## src/rtl/alu_mc_if.sv

```systemverilog
// Handshake bundle for the multi-cycle ALU: request side (operands, op)
// and response side (result, flags), each with its own valid/ready pair.
interface alu_mc_if #(
    parameter int DATA_WIDTH = 32
);
    logic                  in_valid;
    logic                  in_ready;
    logic [DATA_WIDTH-1:0] a;
    logic [DATA_WIDTH-1:0] b;
    logic [3:0]            op;
    logic                  out_valid;
    logic                  out_ready;
    logic [DATA_WIDTH-1:0] result;
    logic                  zero;
    logic                  carry;
    logic                  overflow;
    logic                  negative;
    logic                  div_by_zero;

    // Issuer / consumer side
    modport master (
        output in_valid, a, b, op, out_ready,
        input  in_ready, out_valid, result, zero, carry, overflow, negative, div_by_zero
    );

    // ALU side
    modport slave (
        input  in_valid, a, b, op, out_ready,
        output in_ready, out_valid, result, zero, carry, overflow, negative, div_by_zero
    );
endinterface

```

## src/rtl/alu_mc.sv

```systemverilog
// Multi-cycle integer ALU. Single-cycle ops are evaluated from the bus at
// the accept edge and registered straight into DONE; MUL/MULHU/DIVU/REMU
// iterate one bit per cycle on a 2*DATA_WIDTH accumulator in BUSY.
module alu_mc #(
    parameter int DATA_WIDTH = 32,
    parameter bit MUL_DIV_EN = 1'b1
) (
    input  logic    clk,
    input  logic    rst_n,
    alu_mc_if.slave bus
);
    localparam int W  = DATA_WIDTH;
    localparam int SW = $clog2(DATA_WIDTH);

    localparam logic [3:0] OP_ADD   = 4'd0;
    localparam logic [3:0] OP_SUB   = 4'd1;
    localparam logic [3:0] OP_AND   = 4'd2;
    localparam logic [3:0] OP_OR    = 4'd3;
    localparam logic [3:0] OP_XOR   = 4'd4;
    localparam logic [3:0] OP_SLL   = 4'd5;
    localparam logic [3:0] OP_SRL   = 4'd6;
    localparam logic [3:0] OP_SRA   = 4'd7;
    localparam logic [3:0] OP_SLT   = 4'd8;
    localparam logic [3:0] OP_SLTU  = 4'd9;
    localparam logic [3:0] OP_MUL   = 4'd10;
    localparam logic [3:0] OP_MULHU = 4'd11;
    localparam logic [3:0] OP_DIVU  = 4'd12;
    localparam logic [3:0] OP_REMU  = 4'd13;

    typedef enum logic [1:0] {
        ST_IDLE = 2'd0,
        ST_BUSY = 2'd1,
        ST_DONE = 2'd2
    } state_t;

    state_t          state_r;
    logic            in_ready_r;
    logic            out_valid_r;
    logic [W-1:0]    result_r;
    logic            zero_r;
    logic            carry_r;
    logic            overflow_r;
    logic            negative_r;
    logic            dbz_r;
    logic [3:0]      op_r;
    logic [W-1:0]    b_r;
    logic [2*W-1:0]  acc_r;
    logic [SW-1:0]   cnt_r;

    // Single-cycle datapath, evaluated from the bus operands
    logic [W:0]          add_s;
    logic [W:0]          sub_s;
    logic [SW-1:0]       shamt_s;
    logic signed [W-1:0] sra_s;
    logic [W-1:0]        sc_result_s;
    logic                sc_carry_s;
    logic                sc_overflow_s;
    logic                sc_known_s;
    logic                sc_dbz_s;
    logic                sc_zero_s;
    logic                is_md_s;
    logic                go_busy_s;

    // Iterative datapath
    logic [2*W-1:0]      step_next_s;
    logic [W-1:0]        fin_result_s;
    logic                last_step_s;

    assign add_s   = {1'b0, bus.a} + {1'b0, bus.b};
    assign sub_s   = {1'b0, bus.a} - {1'b0, bus.b};
    assign shamt_s = bus.b[SW-1:0];
    assign sra_s   = $signed(bus.a) >>> shamt_s;

    // Decode the presented op into a result and its flags
    always_comb begin
        sc_result_s   = '0;
        sc_carry_s    = 1'b0;
        sc_overflow_s = 1'b0;
        sc_known_s    = 1'b0;
        sc_dbz_s      = 1'b0;
        case (bus.op)
            OP_ADD: begin
                sc_result_s   = add_s[W-1:0];
                sc_carry_s    = add_s[W];
                sc_overflow_s = (bus.a[W-1] == bus.b[W-1]) && (add_s[W-1] != bus.a[W-1]);
                sc_known_s    = 1'b1;
            end
            OP_SUB: begin
                sc_result_s   = sub_s[W-1:0];
                sc_carry_s    = ~sub_s[W];
                sc_overflow_s = (bus.a[W-1] != bus.b[W-1]) && (sub_s[W-1] != bus.a[W-1]);
                sc_known_s    = 1'b1;
            end
            OP_AND: begin
                sc_result_s = bus.a & bus.b;
                sc_known_s  = 1'b1;
            end
            OP_OR: begin
                sc_result_s = bus.a | bus.b;
                sc_known_s  = 1'b1;
            end
            OP_XOR: begin
                sc_result_s = bus.a ^ bus.b;
                sc_known_s  = 1'b1;
            end
            OP_SLL: begin
                sc_result_s = bus.a << shamt_s;
                sc_known_s  = 1'b1;
            end
            OP_SRL: begin
                sc_result_s = bus.a >> shamt_s;
                sc_known_s  = 1'b1;
            end
            OP_SRA: begin
                sc_result_s = sra_s;
                sc_known_s  = 1'b1;
            end
            OP_SLT: begin
                sc_result_s[0] = ($signed(bus.a) < $signed(bus.b));
                sc_known_s     = 1'b1;
            end
            OP_SLTU: begin
                sc_result_s[0] = (bus.a < bus.b);
                sc_known_s     = 1'b1;
            end
            OP_DIVU: begin
                // Only the divide-by-zero shortcut finishes here
                if (MUL_DIV_EN && (bus.b == '0)) begin
                    sc_result_s = '1;
                    sc_known_s  = 1'b1;
                    sc_dbz_s    = 1'b1;
                end else begin
                    sc_known_s  = 1'b0;
                end
            end
            OP_REMU: begin
                if (MUL_DIV_EN && (bus.b == '0)) begin
                    sc_result_s = bus.a;
                    sc_known_s  = 1'b1;
                    sc_dbz_s    = 1'b1;
                end else begin
                    sc_known_s  = 1'b0;
                end
            end
            default: begin
                // Reserved (and disabled mul/div): zero result, all flags clear
                sc_known_s = 1'b0;
            end
        endcase
    end

    assign sc_zero_s = sc_known_s && (sc_result_s == '0);
    assign is_md_s   = MUL_DIV_EN && (bus.op >= OP_MUL) && (bus.op <= OP_REMU);
    assign go_busy_s = is_md_s && !sc_dbz_s;

    generate
        if (MUL_DIV_EN) begin : g_md
            logic [W:0]   mul_sum_s;
            logic [W:0]   div_top_s;
            logic [W:0]   div_trial_s;
            logic [2*W-1:0] mul_next_s;
            logic [2*W-1:0] div_next_s;
            logic         is_div_s;

            // Shift-add: multiplier sits in the low half and is consumed LSB first
            assign mul_sum_s  = {1'b0, acc_r[2*W-1:W]} + (acc_r[0] ? {1'b0, b_r} : {(W+1){1'b0}});
            assign mul_next_s = {mul_sum_s, acc_r[W-1:1]};

            // Restoring division: partial remainder high, quotient shifts in low.
            // The shifted remainder needs W+1 bits before the trial subtract.
            assign div_top_s   = {acc_r[2*W-1:W], acc_r[W-1]};
            assign div_trial_s = div_top_s - {1'b0, b_r};
            assign div_next_s  = div_trial_s[W]
                               ? {div_top_s[W-1:0],   acc_r[W-2:0], 1'b0}
                               : {div_trial_s[W-1:0], acc_r[W-2:0], 1'b1};

            assign is_div_s    = (op_r == OP_DIVU) || (op_r == OP_REMU);
            assign step_next_s = is_div_s ? div_next_s : mul_next_s;
        end else begin : g_no_md
            assign step_next_s = '0;
        end
    endgenerate

    // MUL and DIVU take the low half; MULHU and REMU take the high half
    assign fin_result_s = ((op_r == OP_MUL) || (op_r == OP_DIVU))
                        ? step_next_s[W-1:0] : step_next_s[2*W-1:W];
    assign last_step_s  = (cnt_r == SW'(W - 1));

    // Control FSM: accept in IDLE, iterate in BUSY, hold the result in DONE
    always_ff @(posedge clk or negedge rst_n) begin
        if (!rst_n) begin
            state_r     <= ST_IDLE;
            in_ready_r  <= 1'b1;
            out_valid_r <= 1'b0;
            result_r    <= '0;
            zero_r      <= 1'b0;
            carry_r     <= 1'b0;
            overflow_r  <= 1'b0;
            negative_r  <= 1'b0;
            dbz_r       <= 1'b0;
            op_r        <= 4'd0;
            b_r         <= '0;
            acc_r       <= '0;
            cnt_r       <= '0;
        end else begin
            case (state_r)
                ST_IDLE: begin
                    if (bus.in_valid) begin
                        in_ready_r <= 1'b0;
                        if (go_busy_s) begin
                            state_r <= ST_BUSY;
                            acc_r   <= {{W{1'b0}}, bus.a};
                            b_r     <= bus.b;
                            op_r    <= bus.op;
                            cnt_r   <= '0;
                        end else begin
                            state_r     <= ST_DONE;
                            out_valid_r <= 1'b1;
                            result_r    <= sc_result_s;
                            zero_r      <= sc_zero_s;
                            carry_r     <= sc_carry_s;
                            overflow_r  <= sc_overflow_s;
                            negative_r  <= sc_result_s[W-1];
                            dbz_r       <= sc_dbz_s;
                        end
                    end
                end
                ST_BUSY: begin
                    acc_r <= step_next_s;
                    cnt_r <= cnt_r + SW'(1);
                    if (last_step_s) begin
                        state_r     <= ST_DONE;
                        out_valid_r <= 1'b1;
                        result_r    <= fin_result_s;
                        zero_r      <= (fin_result_s == '0);
                        carry_r     <= 1'b0;
                        overflow_r  <= 1'b0;
                        negative_r  <= fin_result_s[W-1];
                        dbz_r       <= 1'b0;
                    end
                end
                ST_DONE: begin
                    if (bus.out_ready) begin
                        state_r     <= ST_IDLE;
                        out_valid_r <= 1'b0;
                        in_ready_r  <= 1'b1;
                    end
                end
                default: begin
                    state_r     <= ST_IDLE;
                    in_ready_r  <= 1'b1;
                    out_valid_r <= 1'b0;
                end
            endcase
        end
    end

    assign bus.in_ready    = in_ready_r;
    assign bus.out_valid   = out_valid_r;
    assign bus.result      = result_r;
    assign bus.zero        = zero_r;
    assign bus.carry       = carry_r;
    assign bus.overflow    = overflow_r;
    assign bus.negative    = negative_r;
    assign bus.div_by_zero = dbz_r;
endmodule

```

## src/flat_wrapper.sv

```systemverilog
// flat-port wrapper written by rule: the top's interface ports become plain ports
module alu_mc_flat 
#(
    parameter int DATA_WIDTH = 32,
    parameter bit MUL_DIV_EN = 1'b1
)
  (clk, rst_n, bus_in_valid, bus_a, bus_b, bus_op, bus_out_ready, bus_in_ready, bus_out_valid, bus_result, bus_zero, bus_carry, bus_overflow, bus_negative, bus_div_by_zero);
  alu_mc_if #(.DATA_WIDTH(DATA_WIDTH)) bus_i ();
  input  logic clk;
  input  logic rst_n;
  input wire logic [$bits(bus_i.in_valid)-1:0] bus_in_valid;
  input wire logic [$bits(bus_i.a)-1:0] bus_a;
  input wire logic [$bits(bus_i.b)-1:0] bus_b;
  input wire logic [$bits(bus_i.op)-1:0] bus_op;
  input wire logic [$bits(bus_i.out_ready)-1:0] bus_out_ready;
  output wire logic [$bits(bus_i.in_ready)-1:0] bus_in_ready;
  output wire logic [$bits(bus_i.out_valid)-1:0] bus_out_valid;
  output wire logic [$bits(bus_i.result)-1:0] bus_result;
  output wire logic [$bits(bus_i.zero)-1:0] bus_zero;
  output wire logic [$bits(bus_i.carry)-1:0] bus_carry;
  output wire logic [$bits(bus_i.overflow)-1:0] bus_overflow;
  output wire logic [$bits(bus_i.negative)-1:0] bus_negative;
  output wire logic [$bits(bus_i.div_by_zero)-1:0] bus_div_by_zero;
  assign bus_i.in_valid = bus_in_valid;
  assign bus_i.a = bus_a;
  assign bus_i.b = bus_b;
  assign bus_i.op = bus_op;
  assign bus_i.out_ready = bus_out_ready;
  assign bus_in_ready = bus_i.in_ready;
  assign bus_out_valid = bus_i.out_valid;
  assign bus_result = bus_i.result;
  assign bus_zero = bus_i.zero;
  assign bus_carry = bus_i.carry;
  assign bus_overflow = bus_i.overflow;
  assign bus_negative = bus_i.negative;
  assign bus_div_by_zero = bus_i.div_by_zero;
  alu_mc #(.DATA_WIDTH(DATA_WIDTH), .MUL_DIV_EN(MUL_DIV_EN)) u_core (.clk(clk), .rst_n(rst_n), .bus(bus_i));
endmodule
```

## config.mk

```make
export PLATFORM = sky130hd
export DESIGN_NAME = alu_mc_flat
export DESIGN_NICKNAME = d
export VERILOG_FILES = /design/src/rtl/alu_mc_if.sv /design/src/rtl/alu_mc.sv /design/src/flat_wrapper.sv
export SDC_FILE = /design/constraint.sdc
export NUM_CORES = 1
export LEC_CHECK = 0
export CORE_MARGIN = 2
export CORE_UTILIZATION = 28
export DETAILED_ROUTE_END_ITERATION = 6
export DONT_BUFFER_PORTS = 1
export SYNTH_ARGS = -nofsm -noshare
export SYNTH_HDL_FRONTEND = slang
export SYNTH_SLANG_ARGS = --single-unit
```

## constraint.sdc

```tcl
create_clock -name clk -period 6.35 [get_ports clk]
set_input_delay 1.905 -clock clk [delete_from_list [all_inputs] [get_ports clk]]
set_output_delay 1.905 -clock clk [all_outputs]
set_load 0.03 [all_outputs]
```

==> impl_metrics.csv, run 1 <==
group,metric,value,unit
outcome,outcome,"finished, final reports clean",
clocking,clock-root-buffer,"clkbuf_16",
routing,post_drt_wl_per_cell,27.0,um
timing,setup-tns-final,0,ns
layout,area_growth,6.83,%
global_routing,grt-ovfl-total,0,
floorplanning,num_rows,102,
clocking,cts_resized,0,
floorplanning,start_util,28.3,%
global_routing,antenna_found_initial,0,
worst_setup_path,worstPathMaxFanout,72,
worst_setup_path,worstSetupPathType,"input port to flop",
floorplanning,fp.dieH,283,um
timing,fin_crit_sh,86.8,%
routing,vias,24100,
place,dpl_cell_area,22800,um2
synthesis,synth_seq_cells,145,
routing,vias_per_cell,6.24,
clocking,cts.hold.buffers_added,0,
floorplanning,core,77300,um2
synthesis,ys.flop_type,"dfrtp_1",
worst_setup_path,end_kind,"flop",
synthesis,syn_inst,2934,
clocking,clk_pin_slew,0.07,ns
layout,finalNetCount,3046,
layout,nFillCells,8522,
synthesis,synth_nets,3181,
floorplanning,die_w,283,um
routing,finalWirelength,104000,um
clocking,cts_tree,"done",
worst_setup_path,startpoint_type,"input port",
clocking,clock-sinks,145,
global_routing,grt_pass1_wl,152000,um
floorplanning,ios,111,
layout,drive_gt1_share,8.54,%
routing,drt_pre_antenna_iters,7,
power_and_ir_drop,total_power,9.36,mW
global_routing,track_usage,24.9,%
routing,drtIter0Drc,3154,
worst_setup_path,r2r_slack,0.90,ns
layout,design_area,23400,um2
power_and_ir_drop,pwr_density_cell,401,nW/um2
power_and_ir_drop,vdd_drop_max,0.264,mV
floorplanning,die-area,80300,um2
timing,relSlewSlack,31.8,%
clocking,numCtsBuffers,17,
routing,drc_errors,0,
place,port-buffer-count,0,
hold_path,min-delay-path-class,"flop to flop",
worst_setup_path,cp.arrival,5.87,ns
clocking,htreeDepth,4,
synthesis,yosysSeqAreaShare,16.6,%
synthesis,ys.warnings.count,0,
synthesis,yosysMostFrequentCell,"nand2_1",
timing,max_freq,0.181,GHz
clocking,cts_setup_buffers,0,
synthesis,synth_area,21900,um2
timing,clock_skew,0.0151,ns
synthesis,avgSynthCellArea,7.45,um2
timing,worst_pin_slew,1.02,ns
timing,setup_viol,0,
timing,rsz0062_at_grt,"false",
synthesis,yosys.area.top_type,"dfrtp_1",
timing,hold_slack,0.510,ns
timing,drv_slew,0,
hold_path,min_path_cells,2,
timing,fin_crit,5.51,ns
timing,hold_viol,0,
synthesis,async_flop_share,100,%
clocking,cts_buffer_depth,2,
run,max-cap-violations,0,
power_and_ir_drop,leakage,9.77,nW
worst_setup_path,required,6.71,ns
place,hpwl,81800,um
routing,ant_nets,0,
place,gp_congestion,1.04,
global_routing,first_global_vias,22100,
synthesis,synth_area_leaders,"dfrtp_1, ha_1, mux4_2",
synthesis,synth_cell_types,101,
synthesis,synthTopCellsByCount,"nand2_1, a21oi_1, nor2_1",
global_routing,grt_max_degree,146,
clocking,insertion_delay,0.45,ns
synthesis,synth_top_area_share,16.5,%
worst_setup_path,ff2ff_path_depth,15,
synthesis,synth_edf_count,0,
layer usage:
metal / vias to the layer above / track usage [%] / wire length, um
met5: - / 0 / 0
met4: 0 / 9.39 / 4520
met2: 1434 / 38.3 / 45200
met1: 11700 / 33.6 / 43200
met3: 242 / 6.01 / 11300
li1: 10700 / - / -
cells by family (layout without fill, tap and decap cells):
group                      Yosys count  in the layout  synth area share [%]
and+or+nand+nor                   1024           1024                  22.1
AOI/OAI and AO/OA                  985            985                  30.2
buffers and inverters              370            247                  6.96
adders and majority gates          175            175                  10.2
muxes                              158            158                  10.9
DFF                                145            145                  16.6
xor gates and xnor gates            77             77                  3.12
other                                0              3                     0
cells in the final DEF, fill, tap and decap left out, types with 61 or more instances in the layout:
cell type    n
dfrtp_1    144
nand3_1     83
ha_1       171
mux2i_1     77
mux4_2      61
buf_4       70
o21ai_0    186
inv_1      139
a21oi_1    265
nor2_1     258
nand2_1    359
layout make-up:
| class | instances | area [um2] | share of cell area, % |
|---|---|---|---|
| multi-input cells | 2419 | 16800 | 71.9 |
| flip-flops and latches | 145 | 3630 | 15.5 |
| well taps | 1040 | 1300 | 5.57 |
| repair buffers | 72 | 566 | 2.42 |
| inverters | 144 | 541 | 2.31 |
| clock buffers | 19 | 433 | 1.85 |
| clock inverters | 12 | 85.1 | 0.364 |
| diodes | 3 | 7.51 | 0.0321 |
sequential cells by signal, indices dropped and copies added, names as in the netlist:
register                count
u_core.b_r                 32
u_core.bus.in_ready         1
u_core.bus.result          32
u_core.state_r              2
u_core.bus.overflow         1
u_core.cnt_r                5
u_core.bus.carry            1
u_core.bus.zero             1
u_core.bus.div_by_zero      1
u_core.bus.out_valid        1
u_core.op_r                 4
u_core.acc_r               64
report_power, final:
part	switching [mW]	internal, mW
combinational	3.97	2.29
clock	0.436	0.498
sequential	0.856	1.31
worst paths after layout:
kind | startpoint | endpoint
max | bus_b[1] | u_core.bus.zero$_DFFE_PN0P_
max reg2reg | u_core.acc_r[31]$_DFFE_PN0P_ | u_core.bus.zero$_DFFE_PN0P_
min | u_core.op_r[0]$_DFFE_PN0P_ | u_core.op_r[0]$_DFFE_PN0P_
max in group asynchronous | rst_n | u_core.bus.in_ready$_DFFE_PN1P_
min in group asynchronous | rst_n | u_core.acc_r[37]$_DFFE_PN0P_
min reg2reg | u_core.op_r[0]$_DFFE_PN0P_ | u_core.op_r[0]$_DFFE_PN0P_
stage by stage:
stage,setup slack [ns],std cells,utilization [%]
CTS,0.916,3851,30.2
global placement,0.494,3820,29.5
detailed placement,0.462,3820,29.5
finish,0.839,3854,30.2
global route,0.608,3851,30.2
floorplan,0.462,2934,-
critical path: stages:
cell	delay, ns
clkinv_1	0.15
ha_1	0.39
a211oi_1	0.24
o21bai_1	0.20
o21ai_0	0.60
a31oi_1	0.35
o221a_2	0.37
a221oi_1	0.53
xnor2_1	0.12
a221oi_1	0.51
and4b_1	0.25
nand4_1	0.12
o211ai_1	0.12
No activity file was read; power rests on OpenSTA's default activity.
==> inputs of run 2 (changes only) <==
--- a/config.mk
+++ b/config.mk
@@ -12,3 +12,4 @@
 export SYNTH_ARGS = -nofsm -noshare
 export SYNTH_HDL_FRONTEND = slang
 export SYNTH_SLANG_ARGS = --single-unit
+export TNS_END_PERCENT = 50
==> results of run 2 <==
No change in the layout: final DEF, timing and power equal those of run 1.
